===== src/rtl/unary_add_n.sv =====
// Multi-lane serial unary accumulator/emitter: sums asserted lanes into a
// CW-bit count, then plays the count back as a run of ones on dout.
module unary_add_n #(
   parameter int NCH = 2,
   parameter int CW  = 3,
   parameter int SAT = 0
) (
   input  logic           clk,
   input  logic           rst_n,
   input  logic           en,
   input  logic           clr,
   input  logic           mode,
   input  logic [NCH-1:0] din,
   output logic           dout,
   output logic           carry,
   output logic           done,
   output logic           ovf,
   output logic [CW-1:0]  count
);

   localparam int PW = $clog2(NCH + 1);
   // One bit above the wider operand so count + pop never truncates.
   localparam int SW = ((CW > PW) ? CW : PW) + 1;
   localparam logic [SW-1:0] CAP = {{(SW-CW){1'b0}}, {CW{1'b1}}};

   logic [PW-1:0] pop;
   logic [SW-1:0] sum;
   logic          over;

   logic [CW-1:0] count_nxt;
   logic          dout_nxt;
   logic          carry_nxt;
   logic          done_nxt;
   logic          ovf_nxt;

   always_comb begin
      pop = '0;
      for (int i = 0; i < NCH; i++) begin
         pop = pop + PW'(din[i]);
      end
   end

   assign sum  = {{(SW-CW){1'b0}}, count} + {{(SW-PW){1'b0}}, pop};
   assign over = (sum > CAP);

   always_comb begin
      count_nxt = count;
      ovf_nxt   = ovf;
      dout_nxt  = 1'b0;
      carry_nxt = 1'b0;
      done_nxt  = 1'b0;
      if (clr) begin
         count_nxt = '0;
         ovf_nxt   = 1'b0;
      end else if (en) begin
         if (!mode) begin
            if (over) begin
               carry_nxt = 1'b1;
               ovf_nxt   = 1'b1;
               // Wrap keeps the low bits; several wraps in one update still
               // report a single carry, ovf marks the value as unreliable.
               count_nxt = (SAT != 0) ? CAP[CW-1:0] : sum[CW-1:0];
            end else begin
               count_nxt = sum[CW-1:0];
            end
         end else if (count != '0) begin
            dout_nxt  = 1'b1;
            done_nxt  = (count == {{(CW-1){1'b0}}, 1'b1});
            count_nxt = count - {{(CW-1){1'b0}}, 1'b1};
         end
      end
   end

   always_ff @(posedge clk or negedge rst_n) begin
      if (!rst_n) begin
         count <= '0;
         dout  <= 1'b0;
         carry <= 1'b0;
         done  <= 1'b0;
         ovf   <= 1'b0;
      end else begin
         count <= count_nxt;
         dout  <= dout_nxt;
         carry <= carry_nxt;
         done  <= done_nxt;
         ovf   <= ovf_nxt;
      end
   end

endmodule


===== config.mk =====
export PLATFORM = sky130hd
export DESIGN_NAME = unary_add_n
export DESIGN_NICKNAME = d
export VERILOG_FILES = /design/src/rtl/unary_add_n.sv
export SDC_FILE = /design/constraint.sdc
export NUM_CORES = 1
export LEC_CHECK = 0
export ABC_AREA = 0
export BUFFER_PORTS_ARGS = -buffer_cell sky130_fd_sc_hd__buf_4
export CAP_MARGIN = 5
export CELL_PAD_IN_SITES_DETAIL_PLACEMENT = 1
export CELL_PAD_IN_SITES_GLOBAL_PLACEMENT = 2
export CORE_MARGIN = 3
export CORE_UTILIZATION = 30
export CTS_CLUSTER_DIAMETER = 150
export DETAILED_ROUTE_END_ITERATION = 12
export PLACE_DENSITY = 0.82
export SYNTH_ARGS = -nofsm -noshare
export SYNTH_HDL_FRONTEND = slang
export SYNTH_SLANG_ARGS = --single-unit

===== constraint.sdc =====
create_clock -name clk -period 2.5 [get_ports clk]
set_input_delay 0.25 -clock clk [delete_from_list [all_inputs] [get_ports clk]]
set_output_delay 0.25 -clock clk [all_outputs]
set_load 0.005 [all_outputs]

==> run summary <==
## Outcome
• completed — run status

## Die
• 13 — row cnt
• 1960 µm² — Total Die Area
• 44.3 µm — Die H
• 44.3 µm — die boundary width
• 14 — I/O pin count
• 32.9% — initial core utilization
• 1330 µm² — core area

## Setup path
• flop — critical path endpoint category
• 5 — r2r worst-path depth
• count[0] — reg-to-reg critical path startpoint
• count[1] — Crit Reg-Reg Endpoint
• 2.65 ns — required time reported for the critical path endpoint
• 4 — Critical Path Fanout Max
• 0.41 ns — slowest stage delay, CP
• sky130_fd_sc_hd__dfrtp_1 — cell with the largest stage delay on the worst path
• flop to flop — class of the most critical setup path
• flop — kind of start point of the critical path
• adder cells — gate family responsible for the most delay along the worst path
• 0 — buffering stage count on the worst path with inverters included
• 0.89 ns — register-to-register setup slack
• 1.76 ns — Data arrival, critical path
• fa_1 > ha_1 > nor2_1 > a211oi_1 > mux2_4 — sequence of cells on the critical path

## Global routing
• 0 — global route overflow
• 0 — initial antenna violation count
• 11 — pin count of the biggest net entering global routing
• 1740 µm — first-pass GRT wire length
• 383 — number of global-route vias before repair
• 13.5% — GR Util All Layers

## Min path
• input pin to flop — class of the tightest hold or removal check
• clr — worst hold start
• 2 — number of stages on the worst hold path
• count[2] — Worst Hold Path EP

## STA
• 64.5% — final critical-path share of the clock period
• false — unrepaired setup endpoints after global routing
• 1.61 ns — final critical-path required period
• 0 ns — Fin Setup TNS
• 80.3% — worst slew margin relative to its limit
• 0.620 GHz — fmax
• 0 — setup violators final
• 0 — max-slew violations
• 0 — Hold Violations, Final
• 0.00230 ns — skew final
• 0.295 ns — slew of the pin with the lowest slew margin

## Synthesis
• simple AND/OR/NAND/NOR gates — combinational family with the most area after synthesis
• 39.9% — fraction of synthesized cell area taken by the top area cell type
• 7 — synthesis-stage register bit count
• 23.6% — simple-gate share of the synthesized area
• 42 — synthesized instance count
• 22 — synth unique cells
• 10.5 µm² — Syn Area/Cell
• 439 µm² — synthesized cell area
• 3.42% — share of synthesized area spent on multiplexers
• 54 — post-synth net total
• sky130_fd_sc_hd__dfrtp_1 (40%), sky130_fd_sc_hd__ha_1 (11%), sky130_fd_sc_hd__and4bb_2 (5.7%) — cells taking the most area after synthesis
• sky130_fd_sc_hd__dfrtp_1 — post-synthesis cell type with the largest combined area
• 0 — yosys warns
• 12.0% — fraction of the mapped netlist area in compound gates
• 0% — synthesized-area fraction occupied by xor and xnor cells
• 39.9% — sequential fraction of the synthesis area
• 16.0% — Post-Synth Adder-Cell Area

## Final layout
• 72 — # nets final
• 0 — antenna diode instance count
• 33.9% — share of layout cells above drive strength 1
• 241 µm² — area of the multi-input gates
• 33.0% — growth of design area from synthesis to finish
• 74 — number of standard cells in the layout, taps in and fillers out
• 159 — Filler Cell Count
• 175 µm² — Register Area

## Pwr
• 0.100 mW — switching pwr
• 39.3% — sequential power share
• 563 nW/µm² — PD cells
• 0.000195 V — worst vdd ir
• 0.278 nW — Leakage Power
• 0.229 mW — internal power consumption
• 30.4% — switching part of the total
• 27.0% — combinational power share
• 0.329 mW — overall power consumption
• 33.7% — Clock Power Share

## CTS
• 0.06 ns — clk slew on worst S/H paths
• 1 — H-tree Lvls
• sky130_fd_sc_hd__clkbuf_4 — root buffer selected by CTS
• 0 — CTS resizes
• 2 — buffer levels on the longest clock path
• 3 — CTS Buf Count
• 7 — count of clock tree sinks
• 0.26 ns — source-to-sink clock delay at the later pin of the worst-skew pair
• yes — CTS tree

## Placed design
• 0.672 — placer congestion estimate
• 812 µm — HPWL after DPL
• 13 — buffers added on ports
• 69 — placed cell count

## Routing
• 373 — vias after detailed routing
• 14.4 µm — routed len/inst
• 5.04 — Via-to-Cell Ratio
• 1060 µm — wirelength, routed
• 0 — antenna viol nets, final
• 5 — initial detailed-routing violation count
• 0 — number of remaining DRC errors
• 3 — number of iterations in the first detailed-routing pass

## Run
• 0 — number of max-capacitance violations reported

-- worst max path at each step --
stage	from	endpoint	slack, ns	cells past startpoint
final	count[0]	count[1]	0.89	5
after detailed placement	din[0]	count[1]	0.88	6
after global routing	count[0]	count[1]	0.81	5
after floorplan	count[0]	count[1]	0.92	5
after global placement	din[0]	count[1]	0.89	6
after CTS	count[0]	count[1]	0.87	5
-- worst reg2reg max path: cells and delay by family, from the launching register on --
family	cells	cell delay, ns
fa+ha+maj	2	0.68
compound gates	1	0.05
flops	1	0.41
simple gates	1	0.10
mux	1	0.26
-- registers in the layout (all words and copies together) (netlist names) --
signal  cells
carry       1
count       3
done        1
dout        1
ovf         1
-- power by group through the flow --
stage	clock network [mW]	logic, mW	registers [mW]
floorplan	0	0.0564	0.130
global placement	0	0.0903	0.131
detailed placement	0	0.0889	0.131
CTS	0.114	0.0907	0.129
global route	0.121	0.100	0.131
finish	0.111	0.0889	0.129
-- synth_stat cells --
master                     number
sky130_fd_sc_hd__fa_1           1
sky130_fd_sc_hd__o21ai_0        1
sky130_fd_sc_hd__a211oi_1       1
sky130_fd_sc_hd__ha_1           4
sky130_fd_sc_hd__nand4_1        1
sky130_fd_sc_hd__a31oi_1        2
sky130_fd_sc_hd__or2b_1         1
sky130_fd_sc_hd__and4bb_2       2
sky130_fd_sc_hd__a21oi_1        1
sky130_fd_sc_hd__nor2_1         5
sky130_fd_sc_hd__dfrtp_1        7
sky130_fd_sc_hd__o21a_1         1
sky130_fd_sc_hd__o22ai_1        1
sky130_fd_sc_hd__nand2b_4       1
sky130_fd_sc_hd__nand2b_1       1
sky130_fd_sc_hd__o32ai_1        1
sky130_fd_sc_hd__inv_1          4
sky130_fd_sc_hd__nand2_1        2
sky130_fd_sc_hd__buf_4          1
sky130_fd_sc_hd__mux2_4         1
sky130_fd_sc_hd__nor4_1         1
sky130_fd_sc_hd__nor2b_1        2
-- per-stage QoR --
stage	utilization (%)	cell area, µm²	hold slack, ns	setup WS (ns)
after global routing	43.8	584	0.206	0.808
after floorplan	-	439	-0.0456	0.923
final	43.8	584	0.188	0.887
after global placement	41.1	548	0.0698	0.888
after detailed placement	41.1	548	0.0717	0.879
after CTS	43.8	584	0.182	0.874
-- cells by family after synthesis --
family                   Yosys count
AO/OA/AOI/OAI                      8
adder cells (fa/ha/maj)            5
buffers and inverters              5
AND/OR/NAND/NOR                   16
multiplexers                       1
flip-flops                         7
-- repair_timing --
item | 4_1_cts | 5_1_grt
hold buffers | 1 | 0
setup buffers | 0 | 0
endpoints found under the hold margin | 7 | 0
-- cell usage in the layout (no fill, tap or decap), types with 2 or more instances in the layout --
cell type / count
sky130_fd_sc_hd__buf_4: 13
sky130_fd_sc_hd__dfrtp_1: 7
sky130_fd_sc_hd__nor2_1: 5
sky130_fd_sc_hd__inv_1: 4
sky130_fd_sc_hd__ha_1: 4
sky130_fd_sc_hd__clkbuf_4: 3
sky130_fd_sc_hd__nand2_1: 2
sky130_fd_sc_hd__and4bb_2: 2
sky130_fd_sc_hd__nor2b_1: 2
sky130_fd_sc_hd__a31oi_1: 2
-- final cells by class --
type | instances | share of cell area [%]
multi-input cells | 30 | 41.3
well taps | 15 | 3.21
repair buffers | 14 | 18.4
flip-flops and latches | 7 | 30.0
clock buffers | 4 | 4.50
inverters | 4 | 2.57
-- routing by layer --
metal | global-route usage, % | vias up | wire, µm
li1 | - | 181 | -
met2 | 19.5 | 14 | 471
met3 | 3.66 | 4 | 74
met4 | 14.5 | 0 | 42
met5 | 0 | - | 0
met1 | 15.2 | 174 | 475
No activity file was read; power rests on OpenSTA's default activity.
